### src/rtl/pulse_burst_sequencer.sv
// Programmable pulse-train engine: bursts of square pulses separated by idle gaps.
// Optional PBS_CONTINUOUS_EN: bursts=0 runs unlimited bursts until abort/reset.
module pulse_burst_sequencer #(
  parameter int CNTW = 32,
  parameter int PULW = 16,
  parameter int BRSW = 8
) (
  input  logic            clk,
  input  logic            reset,
  input  logic            start,
  input  logic            abort,
  input  logic [CNTW-1:0] half_period,
  input  logic [PULW-1:0] pulses,
  input  logic [BRSW-1:0] bursts,
  input  logic [CNTW-1:0] gap,
  output logic            pulse_out,
  output logic            busy,
  output logic            burst_done,
  output logic            done,
  output logic [PULW-1:0] pulse_count
);

  typedef enum logic [1:0] {IDLE, HIGH, LOW, GAP} state_t;

  state_t          state;
  logic [CNTW-1:0] h_m1;
  logic [CNTW-1:0] cfg_gap;
  logic [PULW-1:0] cfg_pulses;
  logic            unlimited;
  logic [CNTW-1:0] cnt;
  logic [PULW-1:0] pls_left;
  logic [BRSW-1:0] brs_left;

  logic [CNTW-1:0] hp_m1;
  logic            zero_cfg;
  logic            unlim_req;

  // A half-period of 0 behaves like 1, so the phase counter reload is max(hp,1)-1.
  assign hp_m1 = (half_period == '0) ? '0 : half_period - CNTW'(1);

`ifdef PBS_CONTINUOUS_EN
  assign zero_cfg  = (pulses == '0);
  assign unlim_req = (bursts == '0);
`else
  assign zero_cfg  = (pulses == '0) || (bursts == '0);
  assign unlim_req = 1'b0;
`endif

  always_ff @(posedge clk or posedge reset) begin
    if (reset) begin
      state       <= IDLE;
      h_m1        <= '0;
      cfg_gap     <= '0;
      cfg_pulses  <= '0;
      unlimited   <= 1'b0;
      cnt         <= '0;
      pls_left    <= '0;
      brs_left    <= '0;
      pulse_out   <= 1'b0;
      busy        <= 1'b0;
      burst_done  <= 1'b0;
      done        <= 1'b0;
      pulse_count <= '0;
    end else begin
      burst_done <= 1'b0;
      done       <= 1'b0;
      if (state != IDLE && abort) begin
        state     <= IDLE;
        pulse_out <= 1'b0;
        busy      <= 1'b0;
      end else begin
        case (state)
          IDLE: begin
            if (start && !abort) begin
              h_m1       <= hp_m1;
              cfg_gap    <= gap;
              cfg_pulses <= pulses;
              unlimited  <= unlim_req;
              if (zero_cfg) begin
                done <= 1'b1;
              end else begin
                state       <= HIGH;
                busy        <= 1'b1;
                pulse_out   <= 1'b1;
                pulse_count <= '0;
                cnt         <= hp_m1;
                pls_left    <= pulses - PULW'(1);
                brs_left    <= unlim_req ? '0 : bursts - BRSW'(1);
              end
            end
          end
          HIGH: begin
            if (cnt == '0) begin
              state     <= LOW;
              pulse_out <= 1'b0;
              cnt       <= h_m1;
            end else begin
              cnt <= cnt - CNTW'(1);
            end
          end
          LOW: begin
            if (cnt != '0) begin
              cnt <= cnt - CNTW'(1);
            end else begin
              pulse_count <= pulse_count + PULW'(1);
              if (pls_left != '0) begin
                pls_left  <= pls_left - PULW'(1);
                state     <= HIGH;
                pulse_out <= 1'b1;
                cnt       <= h_m1;
              end else if (unlimited || brs_left != '0) begin
                burst_done <= 1'b1;
                pls_left   <= cfg_pulses - PULW'(1);
                if (!unlimited) brs_left <= brs_left - BRSW'(1);
                // Zero gap chains straight into the next burst's first HIGH.
                if (cfg_gap != '0) begin
                  state <= GAP;
                  cnt   <= cfg_gap - CNTW'(1);
                end else begin
                  state       <= HIGH;
                  pulse_out   <= 1'b1;
                  cnt         <= h_m1;
                  pulse_count <= '0;
                end
              end else begin
                burst_done <= 1'b1;
                done       <= 1'b1;
                busy       <= 1'b0;
                state      <= IDLE;
              end
            end
          end
          GAP: begin
            if (cnt != '0) begin
              cnt <= cnt - CNTW'(1);
            end else begin
              state       <= HIGH;
              pulse_out   <= 1'b1;
              cnt         <= h_m1;
              pulse_count <= '0;
            end
          end
          default: state <= IDLE;
        endcase
      end
    end
  end

endmodule

### config.mk
export PLATFORM = sky130hd
export DESIGN_NAME = pulse_burst_sequencer
export DESIGN_NICKNAME = d
export VERILOG_FILES = /design/src/rtl/pulse_burst_sequencer.sv
export SDC_FILE = /design/constraint.sdc
export NUM_CORES = 1
export LEC_CHECK = 0
export ABC_AREA = 1
export CORE_MARGIN = 10
export CORE_UTILIZATION = 53
export DETAILED_ROUTE_END_ITERATION = 7
export PLACE_DENSITY = 0.78
export SKIP_LAST_GASP = 1
export SLEW_MARGIN = 20
export SYNTH_ARGS = -nofsm -noshare
export SYNTH_HDL_FRONTEND = slang
export SYNTH_SLANG_ARGS = --single-unit
### constraint.sdc
create_clock -name clk -period 4.9 [get_ports clk]
set_input_delay 0.98 -clock clk [delete_from_list [all_inputs] [get_ports clk]]
set_output_delay 0.98 -clock clk [all_outputs]
set_load 0.05 [all_outputs]
Word level (Yosys, flattened, before mapping)
Cells that the tools add are included.
- add/subtract/negate cells: 9
- equal/unequal tests: 20
- multiplexer cells: 66
- bitwise gates (word level): 1
- reductions and logical operators: 25
- operators by type and width (kind ; number):
    $mux W32 ; 9
    $mux W16 ; 12
    $pmux W32 S4 ; 1
    $sub A32 B1 Y32 const B ; 3
    $logic_not A32 Y1 ; 2
    $reduce_bool A32 Y1 ; 2
    $pmux W16 S3 ; 1
    $sub A16 B1 Y16 const B ; 3
    $mux W8 ; 5
    $pmux W16 S2 ; 1
    $ne A3 B3 Y1 const B ; 8
    $mux W1 ; 23
    $mux W2 ; 9
    $reduce_and A6 Y1 ; 3
    $add A16 B1 Y16 const B ; 1
    $logic_not A16 Y1 ; 1
    $pmux W8 S2 ; 1
    $reduce_bool A16 Y1 ; 1
    $sub A8 B1 Y8 const B ; 2
    $reduce_and A7 Y1 ; 2
    $ne A2 B2 Y1 const B ; 6
    $ne A4 B4 Y1 const B ; 3
    $logic_not A8 Y1 ; 1
    $pmux W2 S4 ; 1
    15 further kinds ; 20
- register bits after elaboration: 158

Longest topological paths before layout
Gate-level depths: netlist of the first run.
- word-level depth: 7
- gate-level depth with buffers: 17
- depth with buffers taken out: 16

Worst setup path after synthesis of the first run
Ideal clock, no wire load.
- path type: input to register
- from: in half_period[0]
- to: reg cnt[12]
- library setup time: 121 ps
- arrival: 2382 ps
- required time: 4779 ps
- slack: 2397 ps
- stages on the path: 10
- path buffers: 1
- path through: inv_1 > ha_1 > nand2_1 > nor2_1 > nand4_2 > buf_2 > nand2_1 > nor2_1 > nor2_1 > a21boi_1
- word-level cells in the longest chain between the ends: 5
- elaborated cells on any way between the ends: 6
- those cells by class: add/sub: 1; mux: 4; reduce/logical: 1
- ends and longest elaborated chain (what ; RTL line ; source):
    start: declaration ; 12 ; input logic [CNTW-1:0] half_period,
    $sub A32 B1 Y32 / $logic_not A32 Y1 (equally long branches) ; 39 ; assign hp_m1 = (half_period == '0) ? '0 : half_period - CNTW'(1);
    $mux W32 (*) ; 39 ;
    $mux W32 (*) ; 79 ; if (zero_cfg) begin
    $mux W32 (*) ; 74 ; if (start && !abort) begin
    $pmux W32 S4 (*) ; 72 ; case (state)
    end signal: assignment ; 86 ; cnt <= hp_m1;
    end signal: assignment ; 96 ; cnt <= h_m1;
    end signal: assignment ; 98 ; cnt <= cnt - CNTW'(1);
    end: declaration ; 30 ; logic [CNTW-1:0] cnt;
Every way passes the cells marked *; elsewhere a longest branch is shown, timed or not. The select of a mux whose other input is x is not followed.
A chain may end at the register's enable or synchronous reset.

Worst setup path after layout of the first run
- from: in pulses[15]
- to: reg cnt[28]
- word-level cells in the longest chain between the ends: 4
- ends and longest elaborated chain (what ; RTL line ; source):
    start: declaration ; 13 ; input logic [PULW-1:0] pulses,
    $logic_not A16 Y1 ; 45 ; assign zero_cfg = (pulses == '0) || (bursts == '0);
    $logic_or A1 B1 Y1 ; 45 ;
    $ne A2 B2 Y1 (no source line) ; -- ;
    $reduce_and A4 Y1 (no source line) ; -- ;
Every way passes these cells.

==> results of run 1 <==
worst max-delay path, delay by kind of cell:
family | cells | cell delay, ns
compound gates | 2 | 0.45
buf+inv | 3 | 1.09
simple gates | 7 | 1.17
per-layer routing:
metal  vias up  GRT usage  part of all wire
li1       5862          -                 -
met1      5491      0.309              0.43
met2       429      0.404              0.47
met3        92     0.0431             0.065
met4         0      0.107             0.041
met5         -          0                 0
final timing paths:
kind                            cells after the start    endpoint       start
worst max-delay path                               12     cnt[28]  pulses[15]
worst min-delay path                                2    h_m1[25]    h_m1[25]
worst max register to register                     13     cnt[28]      cnt[0]
worst min register to register                      2    h_m1[25]    h_m1[25]
max in group asynchronous                           3    h_m1[21]       reset
min in group asynchronous                           3  cfg_gap[2]       reset
through the flow:
step | cell area [um^2] | util | cells | worst slack (ns)
floorplan | 11700 | - | 1799 | 1.92
global placement | 12900 | 0.594 | 2141 | 1.26
detailed placement | 12900 | 0.594 | 2141 | 1.21
CTS | 13500 | 0.618 | 2173 | 1.64
global route | 13500 | 0.618 | 2173 | 1.41
finish | 13500 | 0.618 | 2173 | 1.58
registers in the layout (all words and copies together) (netlist names):
register     count
brs_left         8
burst_done       1
busy             1
cfg_gap         32
cfg_pulses      16
cnt             32
done             1
h_m1            32
pls_left        16
pulse_count     16
pulse_out        1
state            2
kinds of logic (layout without fill, tap and decap cells):
logic type | Yosys count | after routing
fa+ha+maj | 12 | 12
simple gates | 1114 | 1114
compound gates | 219 | 219
flops | 158 | 158
xor+xnor | 62 | 62
buf+inv | 234 | 328
cell usage after synthesis (5+ instances only):
library cell,number
nor2_2,28
inv_2,9
buf_4,8
or2_0,6
inv_1,163
buf_6,6
clkbuf_1,24
o21bai_1,5
nand4_1,30
nand2_4,5
xnor2_1,17
dfrtp_1,158
a31oi_1,6
buf_2,15
nand3_1,142
nand2_2,7
o21ai_1,30
nand3b_1,5
nor3_1,29
a21oi_1,43
a21boi_1,11
nor2_4,12
nor2_1,228
or2_2,5
xor2_1,45
o21ai_0,111
nand2_1,598
ha_1,12
layout make-up:
type                            instances  area, um^2  share of cell area
Sequential cell                       158        3950               0.294
Clock inverter                         14         111             0.00828
Timing Repair Buffer                  119        1180              0.0880
Inverter                              177         678              0.0504
Multi-Input combinational cell       1407        6750               0.501
Clock buffer                           18         429              0.0319
Tap cell                              280         350              0.0260
power groups by stage:
stage	combinational (mW)	clock [mW]	sequential, mW
finish	3.21	1.26	2.39
global route	3.66	1.32	2.46
floorplan	2.43	0	2.30
detailed placement	3.16	0	2.39
CTS	3.19	1.26	2.37
global placement	3.10	0	2.38
==> reports/results.ini, run 1 <==
[flow_run]
maxCapViolCount=0

[clock_tree]
cts_resized=0
post_cts_buffers=0
cts_max_level=4
clockBufferDepth=2
cts_tree=done
hold_buffers=0
clk_latency_ns=0.44
clkTransAtPathRegs_ns=0.06
cts_buffers=17
clock_sink_count=158
clock-root-buffer=clkbuf_16

[die]
core_um2=21800
ios=112
initial_core_util=0.537
dieArea_um2=28400
chipWidth_um=168
fp.dieH_um=168
num_rows=54

[synthesis]
synth_compound_area_frac=0.102
synth_warnings=0
synthSimpleGateAreaFrac=0.416
synth_top_area_frac=0.339
synth_mux_area_frac=0
synthAdderAreaFrac=0.0129
postSynthAreaPerCell_um2=6.49
ys_types=49
synthCells=1799
synth-main-ff-cell=dfrtp_1
yosysSeqAreaShare=0.339
post-synth-top-area-cell=dfrtp_1
synth-seq-cells=158
synth_area_leaders=dfrtp_1, nand2_1, nor2_1, nand3_1, inv_1
synthXorXnorAreaFrac=0.0465
synth_top_family_by_area=simple AND/OR/NAND/NOR gates
async_reset_ff_frac=1.00
syn_area_um2=11700
syn-num-nets=1903
synth-edff-count=0

[sta]
setup_violations=0
hold-worst-slack_ns=0.479
drv_slew=0
tns_ns=0
fin_crit_sh=0.678
hold_violations=0
fmax_mhz=301
fin_skew_ns=0.0124
min_period_ns=3.32
relSlewSlack=0.386
max_slew.worst_pin.slew_ns=0.921
rsz0062_at_grt=false

[pwr]
cellPowerDensity_nw_per_um2=510
pwr-share-seq=0.348
pwr-share-clk=0.183
ir_drop_v=0.000275
p_sw_frac=0.477
p_leak_nw=6.43
p_sw_mw=3.27
cell_internal_pwr_mw=3.59
total_power_mw=6.86
combPwrFrac=0.468

[layout]
syn2layout_area_growth_pct=15.2
n_fill_cell=2062
nets=1984
final_common_cell=nand2_1
final_cell_mix=nand2_1, nor2_1, inv_1
drive_gt1_frac=0.0660
antenna_cells=0

[placement]
port_buffers=111
hpwl_mm=25.7
place.gp.congestion=0.972

[worst_setup_path]
cp.required_ns=5.27
endpoint_kind=flop
r2r_setup_slack_ns=1.80
crit_slowest_cell=nand3_2
critPathMostFrequentCell=nand2_1
start_kind=input pin
crit_arrival_ns=3.69
crit_type=input pin to flop
critPathMaxFanout=35
path_cells=clkdlybuf4s50_1, inv_1, nand4_1, nor2_1, nand2_1, nand2_1, o21ai_2, nand3_2, buf_4, a21oi_1, nand2_1, nand2_1
max_stage_delay_ns=0.69

[route]
dr.pass1.iters=6
route.detailed.drc=0
viasPerCell=5.46
drt_iter0_markers=1277
drt_wl_total_mm=34.9
wl_per_cell_um=16.1
drtAntennaViolNets=0
vias=11900

[global_route]
grt_max_degree=159
antenna_found_initial=0
grt_pass1_wl_mm=57.7
grt_pass1_vias=11400
grt_usage=0.245
overflow=0

[status]
outcome=finished clean

[worst_hold_path]
worst_hold_path_type=flop to flop

Power figures use the tool's default switching activity.
==> run 2, diff against run 1 <==
clock period = 2.9 ns   (was 4.9 ns; I/O delays follow)
==> run 2 against run 1 <==
Count of clock-buffer cells in the layout grew 2. Worst setup slack lost 1.2 ns. Clock power grew 90%. Routed wire length grew 5.5%. Utilization grew 1.4 points. Sequential cell count is the same. Largest cell class unchanged. Via count grew 1.8%. Clock skew shrank 0.0042 ns. Sequential power grew 69%. Hold slack gained 0.0086 ns. Critical path depth grew 2. Combinational power grew 78%.
==> reports/results.ini, run 2 (same netlist as run 1, synthesis figures left out) <==
[status]
outcome=finished clean  ; unchanged

[placement]
hpwl_mm=27.7  ; was 25.7 mm
place_area_um2=13100  ; was 12900 um^2
port_buffers=111  ; unchanged
place.gp.congestion=0.972  ; about the same

[sta]
fin_skew_ns=0.00818  ; was 0.0124 ns
tns_ns=0  ; unchanged
drv_slew=0  ; unchanged
rsz0062_at_grt=false  ; unchanged
relSlewSlack=0.533  ; was 0.386
min_period_ns=2.48
fmax_mhz=403
hold_violations=0  ; unchanged
setup_violations=0  ; unchanged
max_slew.worst_pin.slew_ns=0.701  ; was 0.921 ns
fin_crit_sh=0.856

[flow_run]
maxCapViolCount=0  ; unchanged

[clock_tree]
clock-root-buffer=clkbuf_16  ; unchanged
cts_buffers=17  ; unchanged
clockBufferDepth=2  ; unchanged
clk_latency_ns=0.44  ; about the same
post_cts_buffers=0  ; unchanged
cts_max_level=4  ; unchanged
clkTransAtPathRegs_ns=0.06  ; about the same
clock_sink_count=158  ; unchanged
hold_buffers=0  ; unchanged
cts_tree=done  ; unchanged
cts_resized=0  ; unchanged

[pwr]
cellPowerDensity_nw_per_um2=884  ; was 510 nW/um^2
ir_drop_v=0.000491  ; was 0.000275 V
p_leak_nw=6.59  ; was 6.43 nW

[route]
route.detailed.drc=0  ; unchanged
dr.pass1.iters=6  ; unchanged
drtAntennaViolNets=0  ; unchanged
wl_per_cell_um=16.8  ; was 16.1 um
viasPerCell=5.51  ; was 5.46
vias=12100  ; was 11900
drt_wl_total_mm=36.8  ; was 34.9 mm
drt_iter0_markers=1303  ; was 1277

[die]
num_rows=54  ; unchanged
initial_core_util=0.537  ; unchanged
fp.dieH_um=168  ; unchanged
dieArea_um2=28400  ; unchanged
chipWidth_um=168  ; unchanged
core_um2=21800  ; unchanged
ios=112  ; unchanged

[worst_setup_path]
crit_arrival_ns=2.86  ; was 3.69 ns
critPathMostFrequentCell=nand2_1  ; unchanged
critPathMaxFanout=4  ; was 35
cp.required_ns=3.28  ; was 5.27 ns
max_stage_delay_ns=0.45  ; was 0.69 ns
path_cells=clkdlybuf4s50_1, inv_1, ha_1, nand2_1, nor2_2, nand2_1, nor2_2, inv_1, nor2_1, xor2_1, nand2_1, a21oi_1, nand2_1, nand2_1  ; was clkdlybuf4s50_1, inv_1, nand4_1, nor2_1, nand2_1, nand2_1, o21ai_2, nand3_2, buf_4, a21oi_1, nand2_1, nand2_1
endpoint_kind=flop  ; unchanged
crit_type=input pin to flop  ; unchanged
crit_slowest_cell=clkdlybuf4s50_1  ; was nand3_2
start_kind=input pin  ; unchanged

[layout]
regArea_um2=3950  ; unchanged
top_regs=cfg_gap x32, cnt x32, h_m1 x32  ; unchanged
final_cell_mix=nand2_1, nor2_1, inv_1  ; unchanged
antenna_cells=0  ; unchanged
finalInstanceArea_um2=13700  ; was 13500 um^2
nets=2005  ; was 1984
syn2layout_area_growth_pct=17.7  ; was 15.2%
multi_input_area_um2=6750  ; unchanged
final_common_cell=nand2_1  ; unchanged
n_fill_cell=2072  ; was 2062
drive_gt1_frac=0.0758  ; was 0.0660

[worst_hold_path]
worst_hold_path_type=flop to flop  ; unchanged

[global_route]
antenna_found_initial=0  ; unchanged
overflow=0  ; unchanged
grt_max_degree=78  ; was 159
grt_usage=0.256  ; was 0.245
grt_pass1_vias=11500  ; was 11400
grt_pass1_wl_mm=59.6  ; was 57.7 mm

run 2: power by group:
part | internal, mW | switching, mW | total [mW]
Clock | 1.41 | 0.986 | 2.40
Combinational | 1.97 | 3.74 | 5.71
Sequential | 3.16 | 0.895 | 4.05
run 2: worst paths after layout:
kind,from,depth (start not counted),slack [ns],to
max,half_period[0],14,0.42,cnt[30]
min,cfg_pulses[2],2,0.49,cfg_pulses[2]
max reg2reg,cnt[0],13,0.43,cnt[28]
min reg2reg,cfg_pulses[2],2,0.49,cfg_pulses[2]
max in group asynchronous,reset,3,1.66,h_m1[28]
min in group asynchronous,reset,3,0.60,cfg_gap[5]
run 2: stage by stage:
stage | power (mW) | worst slack, ns | cells | utilization | hold slack (ns)
finish | 12.2 | 0.417 | 2193 | 0.632 | 0.487
global route | 13.1 | 0.212 | 2193 | 0.632 | 0.506
CTS | 12.1 | 0.447 | 2193 | 0.632 | 0.488
detailed placement | 9.66 | 0.00913 | 2162 | 0.604 | 0.473
global placement | 9.54 | 0.146 | 2162 | 0.604 | 0.463
floorplan | 7.99 | 0.319 | 1799 | - | 0.445
run 2: worst max-delay path, delay by kind of cell:
kind	cells	cell delay [ns]
XOR/XNOR	1	0.15
adder cells (fa/ha/maj)	1	0.23
buffers and inverters	3	0.66
AND/OR/NAND/NOR	8	1.11
AO/OA/AOI/OAI	1	0.13
run 2: final cells by class:
type / count / area share
repair buffers: 140 / 0.102
clock inverters: 11 / 0.0115
flip-flops and latches: 158 / 0.288
inverters: 177 / 0.0493
well taps: 280 / 0.0255
clock buffers: 20 / 0.0332
multi-input cells: 1407 / 0.491
run 2: metal layers:
metal,global-route usage,part of all wire,up-vias
li1,-,-,5922
met4,0.0965,0.037,0
met3,0.0452,0.064,81
met2,0.437,0.48,487
met1,0.316,0.42,5597
met5,0,0,-
==> run 3, diff against run 2 <==
ABC_CLOCK_PERIOD_IN_PS = 2900   (was not set)
CAP_MARGIN = 40   (was not set)
==> results of run 3 <==
The final DEF is identical to that of run 2; final timing and power are the same.
